==> src/rtl/ultrasonic_controller.sv <==
// HC-SR04-style ranger: periodic trigger, echo pulse timing in microseconds,
// division-free conversion to whole centimetres with saturation and timeouts.
module ultrasonic_controller #(
    parameter int CLKS_PER_US = 100,
    parameter int IDLE_US     = 500000,
    parameter int TRIG_US     = 10,
    parameter int US_PER_CM   = 58,
    parameter int TIMEOUT_US  = 30000,
    parameter int MAX_CM      = 1023
) (
    input  logic       clk,
    input  logic       reset,
    output logic       trig,
    input  logic       echo,
    output logic [9:0] distance
);

    localparam int CNT_MAX0 = (IDLE_US > TIMEOUT_US) ? IDLE_US : TIMEOUT_US;
    localparam int CNT_MAX  = (CNT_MAX0 > TRIG_US) ? CNT_MAX0 : TRIG_US;
    localparam int CNT_W    = $clog2(CNT_MAX + 1);
    localparam int PRE_W    = $clog2(CLKS_PER_US + 1);
    localparam int SUB_W    = $clog2(US_PER_CM + 1);

    localparam logic [PRE_W-1:0] PRE_LAST  = PRE_W'(CLKS_PER_US - 1);
    localparam logic [CNT_W-1:0] IDLE_LAST = CNT_W'(IDLE_US - 1);
    localparam logic [CNT_W-1:0] TRIG_LAST = CNT_W'(TRIG_US - 1);
    localparam logic [CNT_W-1:0] TO_LAST   = CNT_W'(TIMEOUT_US - 1);
    localparam logic [SUB_W-1:0] SUB_LAST  = SUB_W'(US_PER_CM - 1);
    localparam logic [9:0]       CM_MAX    = 10'(MAX_CM);

    typedef enum logic [2:0] {IDLE, TRIG, WAIT_ECHO, MEASURE, DONE} state_t;

    state_t           state;
    logic             echo_p0, echo_p1, echo_p2;
    logic [PRE_W-1:0] pre;
    logic [CNT_W-1:0] us_cnt;
    logic [SUB_W-1:0] us_sub;
    logic [9:0]       cm;
    logic             tick, rise, fall;

    function automatic logic [9:0] sat_inc(input logic [9:0] v);
        return (v >= CM_MAX) ? CM_MAX : v + 10'd1;
    endfunction

    assign tick = (pre == PRE_LAST);
    assign rise = echo_p1 & ~echo_p2;
    assign fall = ~echo_p1 & echo_p2;

    always_ff @(posedge clk or posedge reset) begin
        if (reset) begin
            state    <= IDLE;
            trig     <= 1'b0;
            distance <= '0;
            echo_p0  <= 1'b0;
            echo_p1  <= 1'b0;
            echo_p2  <= 1'b0;
            pre      <= '0;
            us_cnt   <= '0;
            us_sub   <= '0;
            cm       <= '0;
        end else begin
            // p0/p1 resynchronise the pin, p2 holds the previous level for edges
            echo_p0 <= echo;
            echo_p1 <= echo_p0;
            echo_p2 <= echo_p1;

            // Free-running microsecond base; every state change below restarts it
            pre <= tick ? '0 : pre + 1'b1;
            if (tick)
                us_cnt <= us_cnt + 1'b1;

            case (state)
                IDLE: begin
                    if (tick && us_cnt == IDLE_LAST) begin
                        state  <= TRIG;
                        trig   <= 1'b1;
                        pre    <= '0;
                        us_cnt <= '0;
                    end
                end
                TRIG: begin
                    if (tick && us_cnt == TRIG_LAST) begin
                        state  <= WAIT_ECHO;
                        trig   <= 1'b0;
                        pre    <= '0;
                        us_cnt <= '0;
                    end
                end
                WAIT_ECHO: begin
                    if (rise) begin
                        state  <= MEASURE;
                        us_sub <= '0;
                        cm     <= '0;
                        pre    <= '0;
                        us_cnt <= '0;
                    end else if (tick && us_cnt == TO_LAST) begin
                        state  <= IDLE;
                        pre    <= '0;
                        us_cnt <= '0;
                    end
                end
                MEASURE: begin
                    // A tick coinciding with the fall still counts as a full microsecond
                    if (tick) begin
                        if (us_sub == SUB_LAST) begin
                            us_sub <= '0;
                            cm     <= sat_inc(cm);
                        end else begin
                            us_sub <= us_sub + 1'b1;
                        end
                    end
                    if (fall) begin
                        state  <= DONE;
                        pre    <= '0;
                        us_cnt <= '0;
                    end else if (tick && us_cnt == TO_LAST) begin
                        state    <= IDLE;
                        distance <= CM_MAX;
                        pre      <= '0;
                        us_cnt   <= '0;
                    end
                end
                DONE: begin
                    distance <= cm;
                    state    <= IDLE;
                    pre      <= '0;
                    us_cnt   <= '0;
                end
                default: begin
                    state <= IDLE;
                    trig  <= 1'b0;
                end
            endcase
        end
    end

endmodule

==> config.mk <==
export PLATFORM = sky130hd
export DESIGN_NAME = ultrasonic_controller
export DESIGN_NICKNAME = d
export VERILOG_FILES = /design/src/rtl/ultrasonic_controller.sv
export SDC_FILE = /design/constraint.sdc
export NUM_CORES = 1
export LEC_CHECK = 0
export BUFFER_PORTS_ARGS = -buffer_cell sky130_fd_sc_hd__buf_2
export CAP_MARGIN = 10
export CELL_PAD_IN_SITES_DETAIL_PLACEMENT = 0
export CELL_PAD_IN_SITES_GLOBAL_PLACEMENT = 1
export CORE_UTILIZATION = 51
export CTS_CLUSTER_DIAMETER = 120
export DETAILED_ROUTE_END_ITERATION = 8
export PLACE_DENSITY = 0.88
export SKIP_CTS_REPAIR_TIMING = 1
export SYNTH_ARGS = -nofsm -noshare
export SYNTH_HDL_FRONTEND = slang
export SYNTH_SLANG_ARGS = --single-unit
==> constraint.sdc <==
create_clock -name clk -period 6.13 [get_ports clk]
set_input_delay 0.3065 -clock clk [delete_from_list [all_inputs] [get_ports clk]]
set_output_delay 0.3065 -clock clk [all_outputs]
set_load 0.02 [all_outputs]
; After elaboration in Yosys (flattened, before gate mapping)
; Cells that the tools add are included.
[op_classes]
reduce_logical = 12
magnitude_cmp = 1
bitwise = 5
mux = 35
n_eq_ne = 16
add_sub_neg = 4
[ops]
columns = operator, n
row1 = $mux W19, 6
row2 = $pmux W19 S5, 1
row3 = $mux W10, 6
row4 = $mux W7, 6
row5 = $pmux W10 S2, 2
row6 = $pmux W7 S5, 1
row7 = $add A19 B1 Y19 const B, 1
row8 = $eq A19 B15 Y1 const B, 1
row9 = $eq A19 B19 Y1 const B, 1
row10 = $eq A19 B4 Y1 const B, 1
row11 = $mux W6, 3
row12 = $mux W3, 5
row13 = $ne A2 B2 Y1 const B, 7
row14 = $pmux W3 S4, 1
row15 = $pmux W6 S2, 1
row16 = $add A10 B1 Y10 const B, 1
row17 = $ge A10 B10 Y1 const B, 1
row18 = $reduce_and A3 Y1, 3
row19 = $add A7 B1 Y7 const B, 1
row20 = $eq A7 B7 Y1 const B, 1
row21 = $add A6 B1 Y6 const B, 1
row22 = $eq A3 B2 Y1 const B, 2
row23 = $eq A6 B6 Y1 const B, 1
row24 = $reduce_and A4 Y1, 1
row25 = 11 further kinds, 18
[totals]
out_inout_bits = 11
regBits = 59
word_cells = 83

; Depth between registers and ports, before layout
[logic_depth]
ltp_word = 5
mapped_depth = 8

; Worst setup path after synthesis
; Ideal clock, no wire load.
[synth_path]
kind = reg-to-reg
startpoint = register us_cnt[1]
endpoint = register us_cnt[1]
t_arrival_ns = 2.129
setup_time_ns = 0.132
stages_incl_launch_ff = 9
period_less_slack_ns = 2.261
slack_ns = 3.869
cell_sequence = dfrtp_1 -> inv_1 -> ha_1 -> or4b_1 -> or4_1 -> o31a_1 -> a31oi_4 -> buf_6 -> a211oi_1
[synth_via]
elab_chain_cells = 5
elab_cells_between_ends = 14
cone_classes = add/sub (1) / eq/ne (3) / mux (7) / reduce/logical (3)
[synth_lines]
columns = element, line
row1 = start: declaration, 36  ; logic [CNT_W-1:0] us_cnt;
row2 = start signal: assignment, 70  ; us_cnt <= us_cnt + 1'b1;
row3 = $add A19 B1 Y19 or $eq A19 B15 Y1 (tied branches), "70, 96, 116"
row4 = $mux W19 or $logic_and A1 B1 Y1 (tied branches), "69, 96, 116"
row5 = $mux W19, "96, 116"
row6 = $mux W19 (on tied branches), "112, 90"
row7 = $pmux W19 S5 (*), 72  ; case (state)
; Every way passes the cells marked *; elsewhere a longest branch is shown, timed or not.
; A chain may end at the register's enable or synchronous reset.

; Final worst setup path
[layout_path]
startpoint = register pre[0]
endpoint = register us_cnt[6]
[layout_via]
elab_chain_cells = 5
elab_cells_between_ends = 11
cone_classes = eq/ne (1) / mux (7) / reduce/logical (3)
[layout_lines]
columns = element, line
row1 = start: declaration, 35  ; logic [PRE_W-1:0] pre;
row2 = start signal: assignment, 68  ; pre <= tick ? '0 : pre + 1'b1;
row3 = $eq A7 B7 Y1 (*), 45  ; assign tick = (pre == PRE_LAST);
row4 = $mux W19 or $logic_and A1 B1 Y1 (tied branches), "69, 96, 116"
row5 = $mux W19, "96, 116"
row6 = $mux W19 (on tied branches), "112, 90"
row7 = $pmux W19 S5 (*), 72
; Marked as above.

==> results.py <==
metrics = {
    "run_status": {
        "run_status": "finished, final reports clean",
    },
    "worst_setup_path": {
        "worst-setup-path-type": "flip-flop to flip-flop",
        "ff2ff_path_depth": 6,
        "critical_path_depth": 6,
        "setup.worst_path.start_class": "flip-flop",
        "r2r_setup_slack_ps": 3440,
        "beginning_of_the_worst_register_to_register_path": "pre[0]",
        "cp.arrival_ps": 2870,
        "cp.buffers_inverters": 0,
        "critical-path-top-delay-family": "simple AND/OR/NAND/NOR gates",
        "critPathSlowestCell": "or4_1",
        "critical_path.reg2reg.endpoint": "us_cnt[6]",
        "crit_path_cell_trace": "ha_1 -> and4b_1 -> nand4_1 -> or4_1 -> a31oi_4 -> nor2_1",
        "critical_path.endpoint_type": "flip-flop",
        "crit_fanout": 20,
        "crit_path_end": "us_cnt[6]",
        "worstSetupStartpoint": "pre[0]",
        "critPathRequiredTime_ps": 6310,
        "critical_path.max_stage_delay_ps": 620,
    },
    "yosys": {
        "synth_largest_area_cell": "dfrtp_1",
        "synthesis.instances": 314,
        "ys_seq_area_frac": 0.492,
        "post-synth-top-area-fraction": 0.492,
        "synth_xor_xnor_area_share": 0.0788,
        "synth.area.mux_share": 0,
        "synthTopCellsByArea": "dfrtp_1, nor2_1, xnor2_1",
        "syn_avg_cell_area_um2": 9.56,
        "largest_family_of_logic_cells_by_synthesized_area": "simple AND/OR/NAND/NOR gates",
        "synthSimpleGateAreaFrac": 0.244,
        "synth-warning-count": 0,
        "compound_gate_fraction_of_synth_area": 0.127,
        "yosys_register_bits": 59,
        "synth_cell_type_count": 43,
        "synth_adder_area_share": 0.0250,
        "mappedNetlistArea_um2": 3000,
        "synth_fp_nets": 323,
    },
    "routing": {
        "routed_wirelength_um": 5850,
        "final_antenna_net_count": 0,
        "detail_route.vias_per_cell": 5.65,
        "initialDrtViolationCount": 123,
        "drt_first_pass_iters": 4,
        "remaining_drc_errors": 0,
        "routed-via-count": 2290,
        "routed_wire_per_std_cell_um": 14.4,
    },
    "min_path": {
        "holdCritPathClass": "input port to flip-flop",
        "worst_hold_path.num_cells": 1,
    },
    "timing": {
        "timing.final.crit_period_ps": 2690,
        "fin_tns_setup_ps": 0,
        "report.final.slew_viol_count": 0,
        "maxSlewHeadroom": 0.518,
        "timing.final.crit_share": 0.439,
        "minimum_setup_slack_in_the_final_design_ps": 3440,
        "fmax_mhz": 372,
        "rsz0062_at_grt": "no",
        "fin_worst_skew_ps": 8.74,
        "hold_violations": 0,
        "timing.final.setup_violations": 0,
        "worst_slew_pin_slew_ps": 723,
    },
    "cts": {
        "htree_levels": 3,
        "cts_num_sinks": 59,
        "cts_made_buffers": 9,
        "tritoncts": "done",
        "clk_transition_reported_paths_ps": 60,
        "clk_latency_ps": 330,
        "clk_root_buffer_cell": "clkbuf_8",
        "cts_buffer_depth": 2,
    },
    "pwr": {
        "total_leakage_power_nw": 1.45,
        "power_density_nw_per_um2": 215,
        "vdd_drop_max_mv": 0.135,
    },
    "floorplan": {
        "dieWidth_um": 78.7,
        "floorplan.rows": 27,
        "initial_utilization": 0.538,
        "die_area_um2": 6190,
        "core_area_um2": 5570,
        "floorplan.die.height_um": 78.7,
        "boundaryPins": 14,
    },
    "global_routing": {
        "grt_pass1_wl_um": 10400,
        "grt-ovfl-total": 0,
        "grt_pass1_vias": 2242,
        "antenna_violations_before_repair": 0,
        "maximum_number_of_pins_on_one_net_before_global_route_repair": 60,
        "gr-usage-all-layers": 0.219,
    },
    "finish": {
        "most-common-layout-cells": "dfrtp_1, nor2_1, nand2_1, nand3_1, xnor2_1",
        "layout-area-overhead-vs-synth_pct": 9.38,
        "final_nets": 339,
        "antenna_cells": 0,
        "most_common_library_cell_in_the_layout_ignoring_fill_and_taps": "dfrtp_1",
        "final_layout_size_suffix_gt1_frac": 0.108,
        "stdcell_count": 405,
    },
    "place": {
        "post-place-cells": 391,
        "detailedPlacementHpwl_um": 4020,
        "global_placer_s_final_weighted_congestion": 0.813,
        "dp_worst_slack_ps": 3440,
        "buffer_ports.inserted": 13,
    },
    "job": {
        "max_cap_viol_count": 0,
    },
}
[stage by stage]
stage / hold slack, ps / area [um2] / power (mW) / utilization
2_1_floorplan: 331 / 3000 / 0.407 / -
3_3_place_gp: 337 / 3120 / 0.411 / 0.559
3_5_place_dp: 338 / 3120 / 0.411 / 0.559
4_1_cts: 69.4 / 3280 / 0.715 / 0.589
5_1_grt: 64.5 / 3280 / 0.732 / 0.589
6_report: 83.8 / 3280 / 0.705 / 0.589
[synthesized netlist by cell type]
master	instances
nand4_1	10
nand3_1	19
ha_1	6
a21o_1	1
nor3b_2	1
nor4_1	5
and3_1	3
dfrtp_1	59
xor2_1	9
buf_2	2
nand2b_1	1
a31oi_1	5
or4b_1	1
clkbuf_1	6
o31ai_4	1
inv_1	12
o21ai_0	15
o211ai_1	2
o311a_1	1
nand3b_1	2
and4b_1	1
nor3b_1	1
nor4bb_1	1
o31ai_1	4
a211oi_1	2
or2_2	2
nor2b_1	4
a31oi_4	1
a21oi_1	7
or3_1	6
nand2_1	25
a22oi_1	1
o21bai_1	1
buf_6	2
o31a_1	1
nor2_1	47
or4_1	4
and2_1	2
xnor2_1	18
a31o_2	1
and4_1	1
nor3_1	11
o22a_1	10
[state kept, by name, summed over array words and instances (netlist names)]
register and cells:
state 3, echo_p1 1, distance 10, us_cnt 19, echo_p0 1, cm 10, us_sub 6, pre 7
trig 1, echo_p2 1
[worst reg2reg max path, cell delays in order, from the launching register on]
cell and delay [ps]:
dfrtp_1 370, ha_1 210, and4b_1 420, nand4_1 230, or4_1 620, a31oi_4 560, nor2_1 140
[layer usage]
| metal | part of all wire | up-vias | GRT usage |
|---|---|---|---|
| met3 | 0.032 | 10 | 0.0494 |
| li1 | - | 1148 | - |
| met4 | 0.014 | 0 | 0.0944 |
| met1 | 0.52 | 1100 | 0.305 |
| met2 | 0.44 | 32 | 0.325 |
| met5 | 0 | - | 0 |
[report_power, final]
part | leakage [nW] | internal (mW) | total, mW | switching, mW
logic | 0.559 | 0.00207 | 0.0122 | 0.0101
clock network | 0.0908 | 0.162 | 0.302 | 0.140
registers | 0.803 | 0.391 | 0.391 | 0.000671
[worst min-delay path by stage]
stage                       start       to  slack [ps]
final                        echo  echo_p0          80
after global routing         echo  echo_p0          60
after CTS                    echo  echo_p0          70
after detailed placement  echo_p0  echo_p1         340
after global placement    echo_p0  echo_p1         340
after floorplan           echo_p0  echo_p1         330
[final cells by class]
cell class                      instances  area (um2)
Fill cell                             490        2290
Sequential cell                        59        1480
Multi-Input combinational cell        233        1420
Clock buffer                           11         151
Tap cell                               72        90.1
Timing Repair Buffer                   15        80.1
Inverter                               12        45.0
Clock inverter                          3        15.0
[cell families (layout without fill, tap and decap cells)]
| logic type | after synthesis | count (layout) |
|---|---|---|
| DFF | 59 | 59 |
| xor gates and xnor gates | 27 | 27 |
| adders and majority gates | 6 | 6 |
| AOI/OAI and AO/OA | 53 | 53 |
| and+or+nand+nor | 147 | 147 |
| buffers and inverters | 22 | 41 |
(Power assumes the default switching activity.)
